**config.mk**
```make
export PLATFORM = sky130hd
export DESIGN_NAME = icache_dm_flat
export DESIGN_NICKNAME = d
export VERILOG_FILES = /design/src/rtl/icache_dm_if.sv /design/src/rtl/icache_dm.sv /design/src/flat_wrapper.sv
export SDC_FILE = /design/constraint.sdc
export NUM_CORES = 2
export LEC_CHECK = 0
export BUFFER_PORTS_ARGS = -buffer_cell sky130_fd_sc_hd__buf_2
export CAP_MARGIN = 15
export CORE_ASPECT_RATIO = 2
export CORE_MARGIN = 2
export CORE_UTILIZATION = 35
export CTS_CLUSTER_SIZE = 24
export DETAILED_ROUTE_END_ITERATION = 10
export PLACE_DENSITY = 0.51
export SLEW_MARGIN = 20
export SYNTH_ARGS = -nofsm -noshare
export SYNTH_HDL_FRONTEND = slang
export SYNTH_MEMORY_MAX_BITS = 65536
export SYNTH_SLANG_ARGS = --single-unit
```
**constraint.sdc**
```tcl
create_clock -name clk -period 4.25 [get_ports clk]
set_input_delay 0.2125 -clock clk [delete_from_list [all_inputs] [get_ports clk]]
set_output_delay 0.2125 -clock clk [all_outputs]
set_load 0.005 [all_outputs]
```
**src/rtl/icache_dm_if.sv**
```systemverilog
// Bus bundle for icache_dm: core-side ibus request/response and
// arbiter-side cbus refill request/response.
interface icache_dm_if;
    logic        ireq_valid;
    logic [63:0] ireq_addr;

    logic        iresp_addr_ok;
    logic        iresp_data_ok;
    logic [31:0] iresp_data;

    logic        icreq_valid;
    logic        icreq_is_write;
    logic [2:0]  icreq_size;
    logic [63:0] icreq_addr;
    logic [7:0]  icreq_strobe;
    logic [63:0] icreq_data;
    logic [3:0]  icreq_len;
    logic [1:0]  icreq_burst;

    logic        icresp_ready;
    logic        icresp_last;
    logic [63:0] icresp_data;

    modport master (
        output ireq_valid, ireq_addr, icresp_ready, icresp_last, icresp_data,
        input  iresp_addr_ok, iresp_data_ok, iresp_data,
        input  icreq_valid, icreq_is_write, icreq_size, icreq_addr,
        input  icreq_strobe, icreq_data, icreq_len, icreq_burst
    );

    modport slave (
        input  ireq_valid, ireq_addr, icresp_ready, icresp_last, icresp_data,
        output iresp_addr_ok, iresp_data_ok, iresp_data,
        output icreq_valid, icreq_is_write, icreq_size, icreq_addr,
        output icreq_strobe, icreq_data, icreq_len, icreq_burst
    );
endinterface

```
**src/rtl/icache_dm.sv**
```systemverilog
// Direct-mapped, read-only, blocking instruction cache. Hits are answered
// combinationally; misses refill a whole line with one INCR burst.
module icache_dm #(
    parameter int unsigned LINE_WORDS = 4,
    parameter int unsigned NUM_LINES  = 16
) (
    input  logic        clk,
    input  logic        reset,
    input  logic        flush,
    icache_dm_if.slave  bus
);
    localparam int unsigned WB  = $clog2(LINE_WORDS);
    localparam int unsigned IB  = $clog2(NUM_LINES);
    localparam int unsigned OFS = 3 + WB;
    localparam int unsigned TW  = 64 - OFS - IB;

    localparam logic [2:0] MSIZE8         = 3'b011;
    localparam logic [1:0] AXI_BURST_INCR = 2'b01;
    localparam logic [3:0] LINE_LEN       = 4'(LINE_WORDS - 1);

    typedef enum logic {IDLE, FILL} state_e;

    state_e              state_q, state_d;
    logic [WB-1:0]       cnt_q, cnt_d;
    logic [NUM_LINES-1:0] valid_q, valid_d;
    logic                flush_pend_q, flush_pend_d;
    logic [63-OFS:0]     line_q, line_d;

    logic [TW-1:0]       tag_q  [NUM_LINES];
    logic [63:0]         data_q [NUM_LINES][LINE_WORDS];

    logic [IB-1:0]       req_idx, fill_idx;
    logic [TW-1:0]       req_tag, fill_tag;
    logic [WB-1:0]       req_word;
    logic [63:0]         rd_word;
    logic                hit, fill_we, fill_done;
    logic                unused_addr_bits;

    assign req_idx  = bus.ireq_addr[OFS+IB-1:OFS];
    assign req_tag  = bus.ireq_addr[63:OFS+IB];
    assign req_word = bus.ireq_addr[OFS-1:3];
    assign fill_idx = line_q[IB-1:0];
    assign fill_tag = line_q[63-OFS:IB];
    assign rd_word  = data_q[req_idx][req_word];
    assign unused_addr_bits = ^bus.ireq_addr[1:0];

    always_comb begin
        state_d      = state_q;
        cnt_d        = cnt_q;
        valid_d      = valid_q;
        flush_pend_d = flush_pend_q;
        line_d       = line_q;
        fill_we      = 1'b0;
        fill_done    = 1'b0;
        hit          = 1'b0;

        bus.iresp_addr_ok  = 1'b0;
        bus.iresp_data_ok  = 1'b0;
        bus.iresp_data     = '0;
        bus.icreq_valid    = 1'b0;
        bus.icreq_is_write = 1'b0;
        bus.icreq_size     = '0;
        bus.icreq_addr     = '0;
        bus.icreq_strobe   = '0;
        bus.icreq_data     = '0;
        bus.icreq_len      = '0;
        bus.icreq_burst    = '0;

        case (state_q)
            IDLE: begin
                hit = bus.ireq_valid && valid_q[req_idx] &&
                      (tag_q[req_idx] == req_tag) && !flush;
                if (hit) begin
                    bus.iresp_addr_ok = 1'b1;
                    bus.iresp_data_ok = 1'b1;
                    bus.iresp_data    = bus.ireq_addr[2] ? rd_word[63:32] : rd_word[31:0];
                end
                if (flush) begin
                    valid_d = '0;
                end else if (bus.ireq_valid && !hit) begin
                    line_d       = bus.ireq_addr[63:OFS];
                    flush_pend_d = 1'b0;
                    state_d      = FILL;
                end
            end
            FILL: begin
                bus.icreq_valid = 1'b1;
                bus.icreq_size  = MSIZE8;
                bus.icreq_addr  = {line_q, {OFS{1'b0}}};
                bus.icreq_len   = LINE_LEN;
                bus.icreq_burst = AXI_BURST_INCR;
                if (flush) flush_pend_d = 1'b1;
                if (bus.icresp_ready) begin
                    fill_we = 1'b1;
                    cnt_d   = cnt_q + 1'b1;
                    if (bus.icresp_last) begin
                        // A flush seen at any point during the burst also kills the new line.
                        fill_done         = 1'b1;
                        cnt_d             = '0;
                        valid_d[fill_idx] = 1'b1;
                        if (flush || flush_pend_q) valid_d = '0;
                        flush_pend_d      = 1'b0;
                        state_d           = IDLE;
                    end
                end
            end
        endcase
    end

    always_ff @(posedge clk or negedge reset) begin
        if (!reset) begin
            state_q      <= IDLE;
            cnt_q        <= '0;
            valid_q      <= '0;
            flush_pend_q <= 1'b0;
            line_q       <= '0;
        end else begin
            state_q      <= state_d;
            cnt_q        <= cnt_d;
            valid_q      <= valid_d;
            flush_pend_q <= flush_pend_d;
            line_q       <= line_d;
        end
    end

    always_ff @(posedge clk) begin
        if (fill_we)   data_q[fill_idx][cnt_q] <= bus.icresp_data;
        if (fill_done) tag_q[fill_idx]         <= fill_tag;
    end
endmodule

```
**src/flat_wrapper.sv**
```systemverilog
// flat-port wrapper written by rule: the top's interface ports become plain ports
module icache_dm_flat 
#(
    parameter int unsigned LINE_WORDS = 4,
    parameter int unsigned NUM_LINES  = 16
)
  (clk, reset, flush, bus_ireq_valid, bus_ireq_addr, bus_icresp_ready, bus_icresp_last, bus_icresp_data, bus_iresp_addr_ok, bus_iresp_data_ok, bus_iresp_data, bus_icreq_valid, bus_icreq_is_write, bus_icreq_size, bus_icreq_addr, bus_icreq_strobe, bus_icreq_data, bus_icreq_len, bus_icreq_burst);
  icache_dm_if bus_i ();
  input  logic clk;
  input  logic reset;
  input  logic flush;
  input wire logic [$bits(bus_i.ireq_valid)-1:0] bus_ireq_valid;
  input wire logic [$bits(bus_i.ireq_addr)-1:0] bus_ireq_addr;
  input wire logic [$bits(bus_i.icresp_ready)-1:0] bus_icresp_ready;
  input wire logic [$bits(bus_i.icresp_last)-1:0] bus_icresp_last;
  input wire logic [$bits(bus_i.icresp_data)-1:0] bus_icresp_data;
  output wire logic [$bits(bus_i.iresp_addr_ok)-1:0] bus_iresp_addr_ok;
  output wire logic [$bits(bus_i.iresp_data_ok)-1:0] bus_iresp_data_ok;
  output wire logic [$bits(bus_i.iresp_data)-1:0] bus_iresp_data;
  output wire logic [$bits(bus_i.icreq_valid)-1:0] bus_icreq_valid;
  output wire logic [$bits(bus_i.icreq_is_write)-1:0] bus_icreq_is_write;
  output wire logic [$bits(bus_i.icreq_size)-1:0] bus_icreq_size;
  output wire logic [$bits(bus_i.icreq_addr)-1:0] bus_icreq_addr;
  output wire logic [$bits(bus_i.icreq_strobe)-1:0] bus_icreq_strobe;
  output wire logic [$bits(bus_i.icreq_data)-1:0] bus_icreq_data;
  output wire logic [$bits(bus_i.icreq_len)-1:0] bus_icreq_len;
  output wire logic [$bits(bus_i.icreq_burst)-1:0] bus_icreq_burst;
  assign bus_i.ireq_valid = bus_ireq_valid;
  assign bus_i.ireq_addr = bus_ireq_addr;
  assign bus_i.icresp_ready = bus_icresp_ready;
  assign bus_i.icresp_last = bus_icresp_last;
  assign bus_i.icresp_data = bus_icresp_data;
  assign bus_iresp_addr_ok = bus_i.iresp_addr_ok;
  assign bus_iresp_data_ok = bus_i.iresp_data_ok;
  assign bus_iresp_data = bus_i.iresp_data;
  assign bus_icreq_valid = bus_i.icreq_valid;
  assign bus_icreq_is_write = bus_i.icreq_is_write;
  assign bus_icreq_size = bus_i.icreq_size;
  assign bus_icreq_addr = bus_i.icreq_addr;
  assign bus_icreq_strobe = bus_i.icreq_strobe;
  assign bus_icreq_data = bus_i.icreq_data;
  assign bus_icreq_len = bus_i.icreq_len;
  assign bus_icreq_burst = bus_i.icreq_burst;
  icache_dm #(.LINE_WORDS(LINE_WORDS), .NUM_LINES(NUM_LINES)) u_core (.clk(clk), .reset(reset), .flush(flush), .bus(bus_i));
endmodule
```
==> flow_metrics.tcl <==
set metrics [dict create \
    status "finished, violations left" \
    maxSlewHeadroom_pct 22.6 \
    p_switching_uw 25000 \
    postSynthAreaPerCell_um2 24.3 \
    hold_slack_ns 0.0755 \
    syn_to_final_growth_pct 16.5 \
    setup_slack_ns -0.313 \
    clk_pin_slew_ns 0.07 \
    place_area_mm2 0.212 \
    ioPinCount 315 \
    p_leak_uw 0.0714 \
    critical_path.endpoint_type "output pin" \
    drv_cap 0 \
    track_usage_pct 21.7 \
    ys_types 82 \
    synth_common_cells "edfxtp_1 (4976), mux4_2 (1492), mux2i_1 (268), nor2_1 (163), buf_2 (162)" \
    yosys.area.top_type "edfxtp_1" \
    clock.fmax_ghz 0.219 \
    die_w_um 533 \
    hold_viol 0 \
    tightest_slew_ns 1.16 \
    worst-r2r-cell-count 11 \
    critPathKind "register to output pin" \
    wirelength_um 625000 \
    synthArstFlopShare_pct 1.56 \
    synth-main-ff-cell "edfxtp_1" \
    ys_warn_count 0 \
    numCtsBuffers 437 \
    hp-class "input pin to register" \
    ir_drop_v 0.000563 \
    num-nets-final 9183 \
    ys_seq_area_share_pct 77.4 \
    holdPathStages 3 \
    power_density_mw_per_mm2 467 \
    synth.area.top_cells "edfxtp_1 (76%), mux4_2 (17%), mux2i_1 (1.4%)" \
    r2r_slack_ns 0.66 \
    cts-root-buf "clkbuf_16" \
    pre_cts_ws_ns -0.423 \
    drt_iter0_drc 10765 \
    dpl.hpwl_um 357000 \
    coreArea_mm2 0.557 \
    avgViaCountPerCell 5.56 \
    pwr-share-seq_pct 54.6 \
    ctsLongestPathBuffers 4 \
    yosys_register_bits 5055 \
    design_area_mm2 0.228 \
    fin_crit_sh_pct 107 \
    yosys.cell_count.top_type "edfxtp_1" \
    setup_viol 34 \
    clk-insertion-delay-late_ns 0.97 \
    netlist_area_mm2 0.196 \
    detail-route-antenna-nets 0 \
    finish.utilization_pct 40.9 \
    grt_overflow_total 0 \
    maxSlewViolCount 0 \
    gp_congestion 0.891 \
    start_kind "register" \
    drive_gt1_share_pct 33.7 \
    fill_cells 48758 \
    swShare_pct 23.4 \
    rows 388 \
    synthCells 8059 \
    cts_tree "yes" \
    clockPowerShare_pct 37.4 \
    fp.dieArea_mm2 0.565 \
    grt_max_degree 93 \
    cp.required_ns 4.04 \
    netlist.area_leader.share_pct 76.4 \
    period_needed_ns 4.56 \
    drc_errors 0 \
    die_h_um 1060 \
    power_frac_comb_pct 8.0 \
    htreeDepth 5 \
    routedWlPerCell_um 37.0 \
    rsz0062_at_grt "yes" \
    violations "setup timing" \
    vias 93838 \
    crit_fanout 8 \
    clock_sinks 5055 \
    start_util_pct 35.1 \
    grt_pass1_wl_um 840000 \
    grt_pass1_vias 97689 \
    drt_first_pass_iters 6 \
    antenna_found_initial 59 \
    arrival_ns 4.35 \
    skew_ns 0.0739 \
    synth_edf_count 4976 \
    p_int_uw 81500 \
    io_buffers 230 \
]
[through the flow]
stage | std cells | power, uW | setup TNS (ns)
after CTS | 16807 | 107000 | -8.10
after floorplan | 8140 | 62700 | -344.83
after global placement | 15871 | 67400 | -12.21
after detailed placement | 15872 | 67600 | -12.05
final | 16881 | 106000 | -9.91
after global routing | 16874 | 109000 | -11.53
[worst max-delay path, stage by stage (launching register included)]
cell,delay (ns)
edfxtp_1,0.40
mux4_2,0.46
mux2i_1,0.18
xnor2_1,0.10
a2111o_1,0.39
o31ai_4,0.30
buf_6,0.19
nand4_1,0.11
nor4_2,0.28
buf_4,0.16
nand4_1,0.15
buf_12,0.21
buf_16,0.19
nor2_2,0.09
buf_2,0.13
[registers in the layout (all words and copies together) (netlist names)]
signal,count
u_core.line_q,59
u_core.cnt_q,2
u_core.tag_q,880
u_core.flush_pend_q,1
u_core.state_q,1
u_core.valid_q,16
u_core.data_q,4096
[power by group through the flow]
stage | clock (uW) | sequential (uW) | combinational (uW)
CTS | 40600 | 58200 | 8570
floorplan | 0 | 58600 | 4120
global placement | 0 | 59100 | 8290
finish | 39900 | 58100 | 8470
detailed placement | 0 | 59300 | 8380
global route | 42300 | 58300 | 8810
[cell families (layout without fill, tap and decap cells)]
family	after synthesis	after routing	synth area share (%)
buffers and inverters	527	1793	1.48
XOR/XNOR	56	56	0.251
other	1	147	0.00192
AO/OA/AOI/OAI	152	152	0.571
multiplexers	1843	1843	19.2
flip-flops	5055	5055	77.4
adder cells (fa/ha/maj)	4	4	0.0256
AND/OR/NAND/NOR	421	421	1.08
[worst paths after layout]
path / from / to
worst min register to register: u_core.valid_q[8] / u_core.valid_q[8]
worst min-delay path: bus_ireq_addr[37] / u_core.line_q[32]
worst max-delay path: u_core.tag_q[8][46] / bus_iresp_data[16]
max in group asynchronous: reset / u_core.line_q[6]
min in group asynchronous: reset / u_core.line_q[23]
worst max register to register: u_core.tag_q[8][45] / u_core.line_q[6]
[cells in the final DEF (no fill, tap or decap), types with 63 or more instances in the layout]
cell           count
dlygate4sd3_1    133
mux4_2          1496
nor2_4           103
dfrtp_1           78
clkinv_1          89
nand2_1           64
mux2i_1          256
clkbuf_1          97
buf_2            198
conb_1            82
clkbuf_16        439
buf_4            373
diode_2           65
edfxtp_1        4976
buf_12           257
and2_1            63
clkinv_2          78
[cell type report]
class | instances | area (um^2) | area share [%]
Clock buffer | 541 | 11400 | 5.01
Sequential cell | 5055 | 151000 | 66.4
Clock inverter | 259 | 2490 | 1.09
Timing Repair Buffer | 974 | 10600 | 4.64
Multi-Input combinational cell | 2558 | 42500 | 18.7
Antenna cell | 65 | 163 | 0.0714
Tap cell | 7410 | 9270 | 4.07
Inverter | 19 | 78.8 | 0.0346
[what timing repair did]
| action | CTS | global route |
|---|---|---|
| setup endpoints to repair | 34 | 34 |
| buffers inserted | 1 | 0 |
| hold buffers | 130 | 4 |
| pin swaps | 26 | 4 |
| gates resized for setup | 70 | 17 |
| endpoints found under the hold margin | 2949 | 256 |
| gates cloned | 4 | 0 |
[per-layer routing]
| metal | vias to the layer above | GRT usage (%) | wire, um |
|---|---|---|---|
| li1 | 36490 | - | - |
| met1 | 52634 | 24.9 | 221000 |
| met2 | 3728 | 40.7 | 344000 |
| met3 | 982 | 2.24 | 31700 |
| met4 | 4 | 9.13 | 28700 |
| met5 | - | 0 | 27 |
No activity file was read; power rests on OpenSTA's default activity.
